==> src/rtl/gtxe2_chnl_outdiv_pkg.sv <==
// gtxe2_chnl_outdiv_pkg: shared RATE encodings, FSM states and divider helpers
// for the CPLL output divider stage.
`default_nettype none

package gtxe2_chnl_outdiv_pkg;

    typedef enum logic [1:0] {
        ST_IDLE  = 2'd0,
        ST_RUN   = 2'd1,
        ST_DRAIN = 2'd2,
        ST_HOLD  = 2'd3
    } state_t;

    localparam logic [2:0] RATE_DFLT  = 3'd0;
    localparam logic [2:0] RATE_DIV1  = 3'd1;
    localparam logic [2:0] RATE_DIV2  = 3'd2;
    localparam logic [2:0] RATE_DIV4  = 3'd3;
    localparam logic [2:0] RATE_DIV8  = 3'd4;
    localparam logic [2:0] RATE_DIV16 = 3'd5;

    function automatic logic is_legal_div(input int d);
        return (d == 1) || (d == 2) || (d == 4) || (d == 8) || (d == 16);
    endfunction

    // Codes 6 and 7 are reserved and fall back to the default divider.
    function automatic logic [4:0] decode_rate(input logic [2:0] rate,
                                               input logic [4:0] dflt);
        case (rate)
            RATE_DIV1:  return 5'd1;
            RATE_DIV2:  return 5'd2;
            RATE_DIV4:  return 5'd4;
            RATE_DIV8:  return 5'd8;
            RATE_DIV16: return 5'd16;
            default:    return dflt;
        endcase
    endfunction

endpackage

`default_nettype wire

==> src/rtl/gtxe2_chnl_outdiv_cnt.sv <==
// gtxe2_chnl_outdiv_cnt: programmable toggle counter, counts 0..div-1 and
// strobes on the last count (toggle) and on the last count while high (fall).
`default_nettype none

module gtxe2_chnl_outdiv_cnt (
    input  logic       clk_i,
    input  logic       rst_n_i,
    input  logic       clr_i,
    input  logic       en_i,
    input  logic [4:0] div_i,
    input  logic       lvl_i,
    output logic       tgl_o,
    output logic       fall_o
);

    logic [3:0] cnt_q;
    logic [3:0] cnt_d;
    logic       w_last;

    assign w_last = ({1'b0, cnt_q} == (div_i - 5'd1));
    assign tgl_o  = en_i & w_last;
    assign fall_o = tgl_o & lvl_i;

    always_comb begin
        cnt_d = cnt_q;
        if (clr_i) begin
            cnt_d = 4'd0;
        end else if (en_i) begin
            cnt_d = w_last ? 4'd0 : cnt_q + 4'd1;
        end
    end

    always_ff @(posedge clk_i or negedge rst_n_i) begin
        if (!rst_n_i) begin
            cnt_q <= 4'd0;
        end else begin
            cnt_q <= cnt_d;
        end
    end

endmodule

`default_nettype wire

==> src/rtl/gtxe2_chnl_outdiv.sv <==
// gtxe2_chnl_outdiv: divides the CPLL clock by a RATE-selected divider and
// sequences glitch-free rate changes through DRAIN/HOLD with a RATEDONE pulse.
`default_nettype none

module gtxe2_chnl_outdiv
    import gtxe2_chnl_outdiv_pkg::*;
#(
    parameter int OUT_DIV     = 2,
    parameter int HOLD_CYCLES = 8
) (
    input  logic       pll_clk,
    input  logic       rst_n,
    input  logic       pll_locked,
    input  logic [2:0] RATE,
    output logic       div_clk,
    output logic       div_ready,
    output logic       RATEDONE
);

    localparam logic [4:0] c_out_div   = 5'(OUT_DIV);
    localparam logic [7:0] c_hold_last = 8'(HOLD_CYCLES - 1);

    if (!is_legal_div(OUT_DIV)) begin : g_bad_out_div
        $fatal(1, "gtxe2_chnl_outdiv: OUT_DIV must be 1, 2, 4, 8 or 16");
    end
    if ((HOLD_CYCLES < 1) || (HOLD_CYCLES > 255)) begin : g_bad_hold
        $fatal(1, "gtxe2_chnl_outdiv: HOLD_CYCLES must be 1..255");
    end

    state_t     state_q;
    logic       div_clk_q;
    logic       ready_q;
    logic       ratedone_q;
    logic [4:0] cur_d_q;
    logic [7:0] hold_q;

    logic [4:0] w_rate_dec;
    logic       w_cnt_clr;
    logic       w_cnt_en;
    logic       w_tgl;
    logic       w_fall;

    assign w_rate_dec = decode_rate(RATE, c_out_div);
    assign w_cnt_clr  = !pll_locked || (state_q == ST_IDLE) || (state_q == ST_HOLD);
    assign w_cnt_en   = (state_q == ST_RUN) || (state_q == ST_DRAIN);

    gtxe2_chnl_outdiv_cnt u_cnt (
        .clk_i   (pll_clk),
        .rst_n_i (rst_n),
        .clr_i   (w_cnt_clr),
        .en_i    (w_cnt_en),
        .div_i   (cur_d_q),
        .lvl_i   (div_clk_q),
        .tgl_o   (w_tgl),
        .fall_o  (w_fall)
    );

    always_ff @(posedge pll_clk or negedge rst_n) begin
        if (!rst_n) begin
            state_q    <= ST_IDLE;
            div_clk_q  <= 1'b0;
            ready_q    <= 1'b0;
            ratedone_q <= 1'b0;
            cur_d_q    <= c_out_div;
            hold_q     <= 8'd0;
        end else begin
            ratedone_q <= 1'b0;
            if (state_q == ST_IDLE) begin
                cur_d_q <= w_rate_dec;
            end
            if (!pll_locked) begin
                state_q   <= ST_IDLE;
                div_clk_q <= 1'b0;
                ready_q   <= 1'b0;
            end else begin
                case (state_q)
                    ST_IDLE: begin
                        div_clk_q <= 1'b0;
                        ready_q   <= 1'b0;
                        state_q   <= ST_RUN;
                    end
                    ST_RUN: begin
                        if (w_tgl) begin
                            div_clk_q <= ~div_clk_q;
                        end
                        if (w_rate_dec != cur_d_q) begin
                            state_q <= ST_DRAIN;
                            ready_q <= 1'b0;
                        end else if (w_tgl && !div_clk_q) begin
                            ready_q <= 1'b1;
                        end
                    end
                    ST_DRAIN: begin
                        // Leave only on a falling toggle so the last high phase is whole.
                        if (w_fall) begin
                            div_clk_q <= 1'b0;
                            hold_q    <= 8'd0;
                            state_q   <= ST_HOLD;
                        end else if (w_tgl) begin
                            div_clk_q <= ~div_clk_q;
                        end
                    end
                    ST_HOLD: begin
                        div_clk_q <= 1'b0;
                        if (hold_q == c_hold_last) begin
                            cur_d_q    <= w_rate_dec;
                            state_q    <= ST_RUN;
                            ratedone_q <= 1'b1;
                        end else begin
                            hold_q <= hold_q + 8'd1;
                        end
                    end
                    default: begin
                        state_q <= ST_IDLE;
                    end
                endcase
            end
        end
    end

    assign div_clk   = div_clk_q;
    assign div_ready = ready_q;
    assign RATEDONE  = ratedone_q;

endmodule

`default_nettype wire

==> config.mk <==
export PLATFORM = sky130hd
export DESIGN_NAME = gtxe2_chnl_outdiv
export DESIGN_NICKNAME = d
export VERILOG_FILES = /design/src/rtl/gtxe2_chnl_outdiv_pkg.sv /design/src/rtl/gtxe2_chnl_outdiv_cnt.sv /design/src/rtl/gtxe2_chnl_outdiv.sv
export SDC_FILE = /design/constraint.sdc
export NUM_CORES = 1
export LEC_CHECK = 0
export CAP_MARGIN = 20
export CELL_PAD_IN_SITES_DETAIL_PLACEMENT = 1
export CELL_PAD_IN_SITES_GLOBAL_PLACEMENT = 1
export CORE_MARGIN = 3
export CORE_UTILIZATION = 35
export CTS_BUF_LIST = sky130_fd_sc_hd__clkbuf_8
export DETAILED_ROUTE_END_ITERATION = 10
export PLACE_DENSITY_LB_ADDON = 0.08
export REMOVE_ABC_BUFFERS = 1
export SLEW_MARGIN = 10
export SYNTH_ARGS = -nofsm -noshare
export SYNTH_HDL_FRONTEND = slang
export SYNTH_SLANG_ARGS = --single-unit
==> constraint.sdc <==
create_clock -name pll_clk -period 3 [get_ports pll_clk]
set_clock_uncertainty 0.05 [all_clocks]
set_input_delay 0.6 -clock pll_clk [delete_from_list [all_inputs] [get_ports pll_clk]]
set_output_delay 0.6 -clock pll_clk [all_outputs]
set_load 0.1 [all_outputs]
# [Word level (Yosys, flattened, before mapping)]
# Cells that the tools add are included.
[totals] ff_bits=22 in_bits=6 output_inout_bits=3 elab_cells=70
[op_classes] add_sub_neg=3 eq_ne=17 mux=27 bitwise_logic=3 reduce_logical=13
[op_table] cell="$mux W5" n=4
[op_table] cell="$pmux W5 S4" n=1
[op_table] cell="$mux W8" n=2
[op_table] cell="$pmux W8 S2" n=1
[op_table] cell="$mux W4" n=3
[op_table] cell="$mux W1" n=9
[op_table] cell="$ne A3 B2 Y1 const B" n=3
[op_table] cell="$add A8 B1 Y8 const B" n=1
[op_table] cell="$eq A8 B3 Y1 const B" n=1
[op_table] cell="$mux W2" n=4
[op_table] cell="$pmux W2 S4" n=1
[op_table] cell="$eq A3 B3 Y1 const B" n=2
[op_table] cell="$eq A4 B5 Y1" n=1
[op_table] cell="$ne A5 B5 Y1" n=1
[op_table] cell="$sub A5 B1 Y5 const B" n=1
[op_table] cell="$add A4 B1 Y4 const B" n=1
[op_table] cell="$eq A2 B2 Y1 const B" n=2
[op_table] cell="$ne A4 B2 Y1 const B" n=1
[op_table] cell="$reduce_and A4 Y1" n=1
[op_table] cell="$reduce_bool A2 Y1" n=2
[op_table] cell="$eq A3 B1 Y1 const B" n=1
[op_table] cell="$eq A3 B2 Y1 const B" n=1
[op_table] cell="$logic_or A1 B1 Y1" n=3
[op_table] cell="$ne A3 B1 Y1 const B" n=1
[op_table] cell="13 further kinds" n=15

# [Longest topological paths before layout]
[logic_depth] ltp_word=8 depth_mapped=9 ltp_nobuf=8

# [Cells and area by module]
# Synthesis repeated with hierarchy kept, for this count alone.
[hier_totals] hier_cells=147 hier_area_um2=1406.3
[by_module_without_submodules] module="gtxe2_chnl_outdiv" instances=1 cells_per_inst=113 area_each_um2=1076.0 seq_area_each_um2=451.7
[by_module_without_submodules] module="gtxe2_chnl_outdiv_cnt" instances=1 cells_per_inst=34 area_each_um2=330.3 seq_area_each_um2=100.1

# [Least setup slack after synthesis]
# OpenSTA, ideal clock, no wires.
[synth_path] path_kind="register -> register" startpoint="register cur_d_q[1]" endpoint="register hold_q[4]" setup_time_ps=122 t_arrival_ps=2089 t_required_ps=2828 path_slack_ps=740 stages_incl_launch_ff=10 path_buffers=1 period_less_slack_ps=2260 path_cell_list="dfstp_2 inv_1 ha_1 o21ba_1 a221oi_2 o2111ai_2 a21oi_4 buf_6 nand2_1 a32o_1"
[synth_between] elab_chain_cells=6
[synth_rtl] item="from (decl)" line="gtxe2_chnl_outdiv.sv:34" rtl="logic [4:0] cur_d_q;"
[synth_rtl] item="from (signal assigned)" line="gtxe2_chnl_outdiv.sv:64" rtl="cur_d_q <= c_out_div;"
[synth_rtl] item="from (signal assigned)" line="gtxe2_chnl_outdiv.sv:69" rtl="cur_d_q <= w_rate_dec;"
[synth_rtl] item="from (signal assigned)" line="gtxe2_chnl_outdiv.sv:106" rtl="cur_d_q <= w_rate_dec;"
[synth_rtl] item="$sub A5 B1 Y5" line="gtxe2_chnl_outdiv_cnt.sv:20" rtl="assign w_last = ({1'b0, cnt_q} == (div_i - 5'd1));"
[synth_rtl] item="$eq A4 B5 Y1" line="gtxe2_chnl_outdiv_cnt.sv:20"
[synth_rtl] item="$and A1 B1 Y1" line="gtxe2_chnl_outdiv_cnt.sv:21" rtl="assign tgl_o = en_i & w_last;"
[synth_rtl] item="$and A1 B1 Y1" line="gtxe2_chnl_outdiv_cnt.sv:22" rtl="assign fall_o = tgl_o & lvl_i;"
[synth_rtl] item="$ne A2 B1 Y1 (no line)"
[synth_rtl] item="$reduce_and A4 Y1 (no line)"
[synth_rtl] item="to (signal assigned)" line="gtxe2_chnl_outdiv.sv:110" rtl="hold_q <= hold_q + 8'd1;"
[synth_rtl] item="to (decl)" line="gtxe2_chnl_outdiv.sv:35" rtl="logic [7:0] hold_q;"
# No other way between the ends.
# A chain may end at the register's enable or synchronous reset.

# [Final worst setup path]
[layout_path] startpoint="register cur_d_q[1]" endpoint="register hold_q[7]"
# Same word-level chain as after synthesis.

==> run_results.csv <==
group,metric,value,unit
status,status,"finished clean",
drt,drtAntennaViolNets,0,
global_routing,grt_use_total,14.59,%
floorplanning,die_area,4940,µm²
clock_tree,clk_pin_slew,0.08,ns
hold_path,hp-class,"flip-flop to flip-flop",
global_routing,grt_pass1_vias,1247,
run,cap_violations,0,
clock_tree,cts_root_buf,"clkbuf_8",
clock_tree,clock_latency,0.26,ns
floorplanning,core,3826,µm²
logic_synthesis,yosysWarnings,0,
floorplanning,num_rows,22,
final_layout,fin_area,1613,µm²
final_layout,fin_nets,180,
drt,drc,0,
sta,fmax,0.3764,GHz
clock_tree,tritoncts,"built",
placement,place_congestion,0.7794,
clock_tree,clk_path_buf_depth,2,
logic_synthesis,synthCells,156,
sta,maxSlewHeadroom,59.61,%
clock_tree,h-tree-depth,1,
pwr,ir_drop,0.2118,mV
logic_synthesis,synthesis.area,1446,µm²
placement,dp.final_hpwl,2601,µm
global_routing,antenna_found_initial,0,
logic_synthesis,syn_area_per_cell,9.272,µm²
global_routing,grt_max_degree,23,
logic_synthesis,async_flop_share,100.0,%
logic_synthesis,ys_types,46,
drt,drt-initial-drc-count,47,
floorplanning,ioPinCount,9,
final_layout,insertedDiodeCount,0,
sta,setup_violations,0,
placement,io_buffers,8,
sta,final-max-slew-violation-count,0,
worst_setup_path,worstPathArrival,2.78,ns
logic_synthesis,synth.yosys.seq_area_share,38.15,%
sta,min_period,2.657,ns
drt,vias,1189,
worst_setup_path,criticalPathCategory,"flip-flop to flip-flop",
pwr,p_total,0.001075,W
worst_setup_path,critPathRequiredTime,3.12,ns
placement,postPlaceCellArea,1568,µm²
global_routing,grt_overflow_total,0,
final_layout,drive_above_1_share,15.06,%
logic_synthesis,synth_edf_count,0,
sta,grt_setup_unrepaired,"false",
drt,wl,3351,µm
sta,post-route-period-util,88.56,%
worst_setup_path,worst_setup_path_end_kind,"flip-flop",
drt,post_drt_wl_per_cell,15.66,µm
pwr,powerDensity,666.7,nW/µm²
clock_tree,cts_buffers,3,
floorplanning,die_h,70.29,µm
logic_synthesis,ys_ff_latch,22,
clock_tree,clock-sinks,22,
worst_setup_path,startpoint_type,"flip-flop",
drt,vias_per_cell,5.556,
clock_tree,cts-resized-gates,0,
drt,first_pass_iters,4,
pwr,total_leakage_power,0.6964,nW
global_routing,grt_pass1_wl,5913,µm
logic_synthesis,synth_flop_cell,"dfrtp_1",
floorplanning,die_x,70.29,µm
sta,tightest_slew,0.6003,ns
sta,hold_viol,0,
final_layout,areaGrowthSynthToFinish,11.51,%
sta,setup_tns,0,ns
clock_tree,post-cts-setup-buffer-count,0,
clock_tree,cts_hold_buffers,0,
worst_setup_path,path_max_fanout,12,
floorplanning,start_util,37.80,%
logic make-up (layout without fill, tap and decap cells):
group,count (synthesis),count (layout),synth area share [%]
AOI/OAI and AO/OA,37,37,21.02
xor gates and xnor gates,6,6,3.633
adders and majority gates,7,7,6.055
buffers and inverters,12,22,3.892
DFF,22,22,38.15
muxes,6,6,4.585
and+or+nand+nor,66,66,22.67
per-stage QoR:
stage	setup WS (ns)	hold slack [ns]	utilization [%]	std cells
finish	0.3431	0.4393	42.15	214
global route	0.1009	0.4529	42.15	214
floorplan	0.7123	0.2544	-	152
global placement	0.3235	0.4050	40.97	210
CTS	0.3212	0.4337	42.15	214
detailed placement	0.2159	0.4163	40.97	210
metal layers:
layer  global-route usage [%]  up-vias  share of wire (%)
met5                        0        -                  0
met4                    4.894        0               0.95
met3                    2.014        4                2.9
met2                    21.31       18                 45
met1                    21.81      582                 51
li1                         -      585                  -
worst max-delay path: stages, from the launching register on:
cell	delay, ns
dfstp_2	0.60
inv_1	0.06
ha_1	0.23
o21ba_1	0.20
a221oi_2	0.35
o2111ai_2	0.27
a21oi_4	0.40
nand2_2	0.15
o31ai_1	0.26
power breakdown:
part	switching, W	leakage (nW)	total [W]	internal, W
registers	0.0000777	0.299	0.000431	0.000353
logic	0.000260	0.371	0.000456	0.000196
clock network	0.0000977	0.0269	0.000189	0.0000913
layout by cell type (no fill, tap or decap), types with 3 or more instances in the layout:
cell and n:
nand2_1 20, a21oi_1 3, clkbuf_8 3, o31ai_1 4, xnor2_1 4, buf_4 5
o21ai_0 7, nor3b_1 3, clkdlybuf4s50_1 5, o211ai_1 3, nor2_1 14, nand3_1 10
inv_1 9, mux2_2 5, dfrtp_1 21, a21bo_2 3, ha_1 7
synth_stat cells (2+ instances only):
cell	n	area, µm²
nand3_1	10	50.05
xor2_1	2	17.52
nor3_1	2	10.01
a21bo_2	3	30.03
nand4_1	2	12.51
a32o_1	2	20.02
ha_1	7	87.58
a21o_1	2	15.01
nand2_1	20	75.07
or2_2	2	12.51
o21bai_1	2	15.01
nor2_1	14	52.55
dfrtp_1	21	525.5
a21oi_1	3	15.01
nand2b_1	2	12.51
mux2_2	5	56.30
nor4_1	2	12.51
o21ai_0	7	35.03
nor3b_1	3	22.52
buf_2	3	15.01
o31ai_1	4	30.03
inv_1	8	30.03
xnor2_1	4	35.03
o211ai_1	3	22.52
and3b_1	2	17.52
registers in the layout (all words and copies together), names as in the netlist:
signal	cells
hold_q	8
cur_d_q	5
u_cnt.cnt_q	4
state_q	2
RATEDONE	1
div_clk	1
div_ready	1
area by class of cell:
type                       count  area (µm²)
fill                         460        2213
sequential                    22       551.8
inverter                       8       30.03
clock inverter                 1       3.754
multi-input combinational    122       838.3
clock buffer                   3       41.29
timing repair buffer          10       87.58
tap                           48       60.06
final timing paths:
path | startpoint | depth (start not counted) | to | slack, ns
worst max-delay path | cur_d_q[1]$_DFF_PN1_ | 8 | hold_q[7]$_DFFE_PN0P_ | 0.34
worst min register to register | hold_q[7]$_DFFE_PN0P_ | 1 | hold_q[7]$_DFFE_PN0P_ | 0.44
worst min-delay path | hold_q[7]$_DFFE_PN0P_ | 1 | hold_q[7]$_DFFE_PN0P_ | 0.44
worst max register to register | cur_d_q[1]$_DFF_PN1_ | 8 | hold_q[7]$_DFFE_PN0P_ | 0.34
min in group asynchronous | rst_n | 2 | u_cnt.cnt_q[1]$_DFFE_PN0P_ | 0.64
max in group asynchronous | rst_n | 2 | cur_d_q[1]$_DFF_PN1_ | 1.97
(Power assumes the default switching activity.)
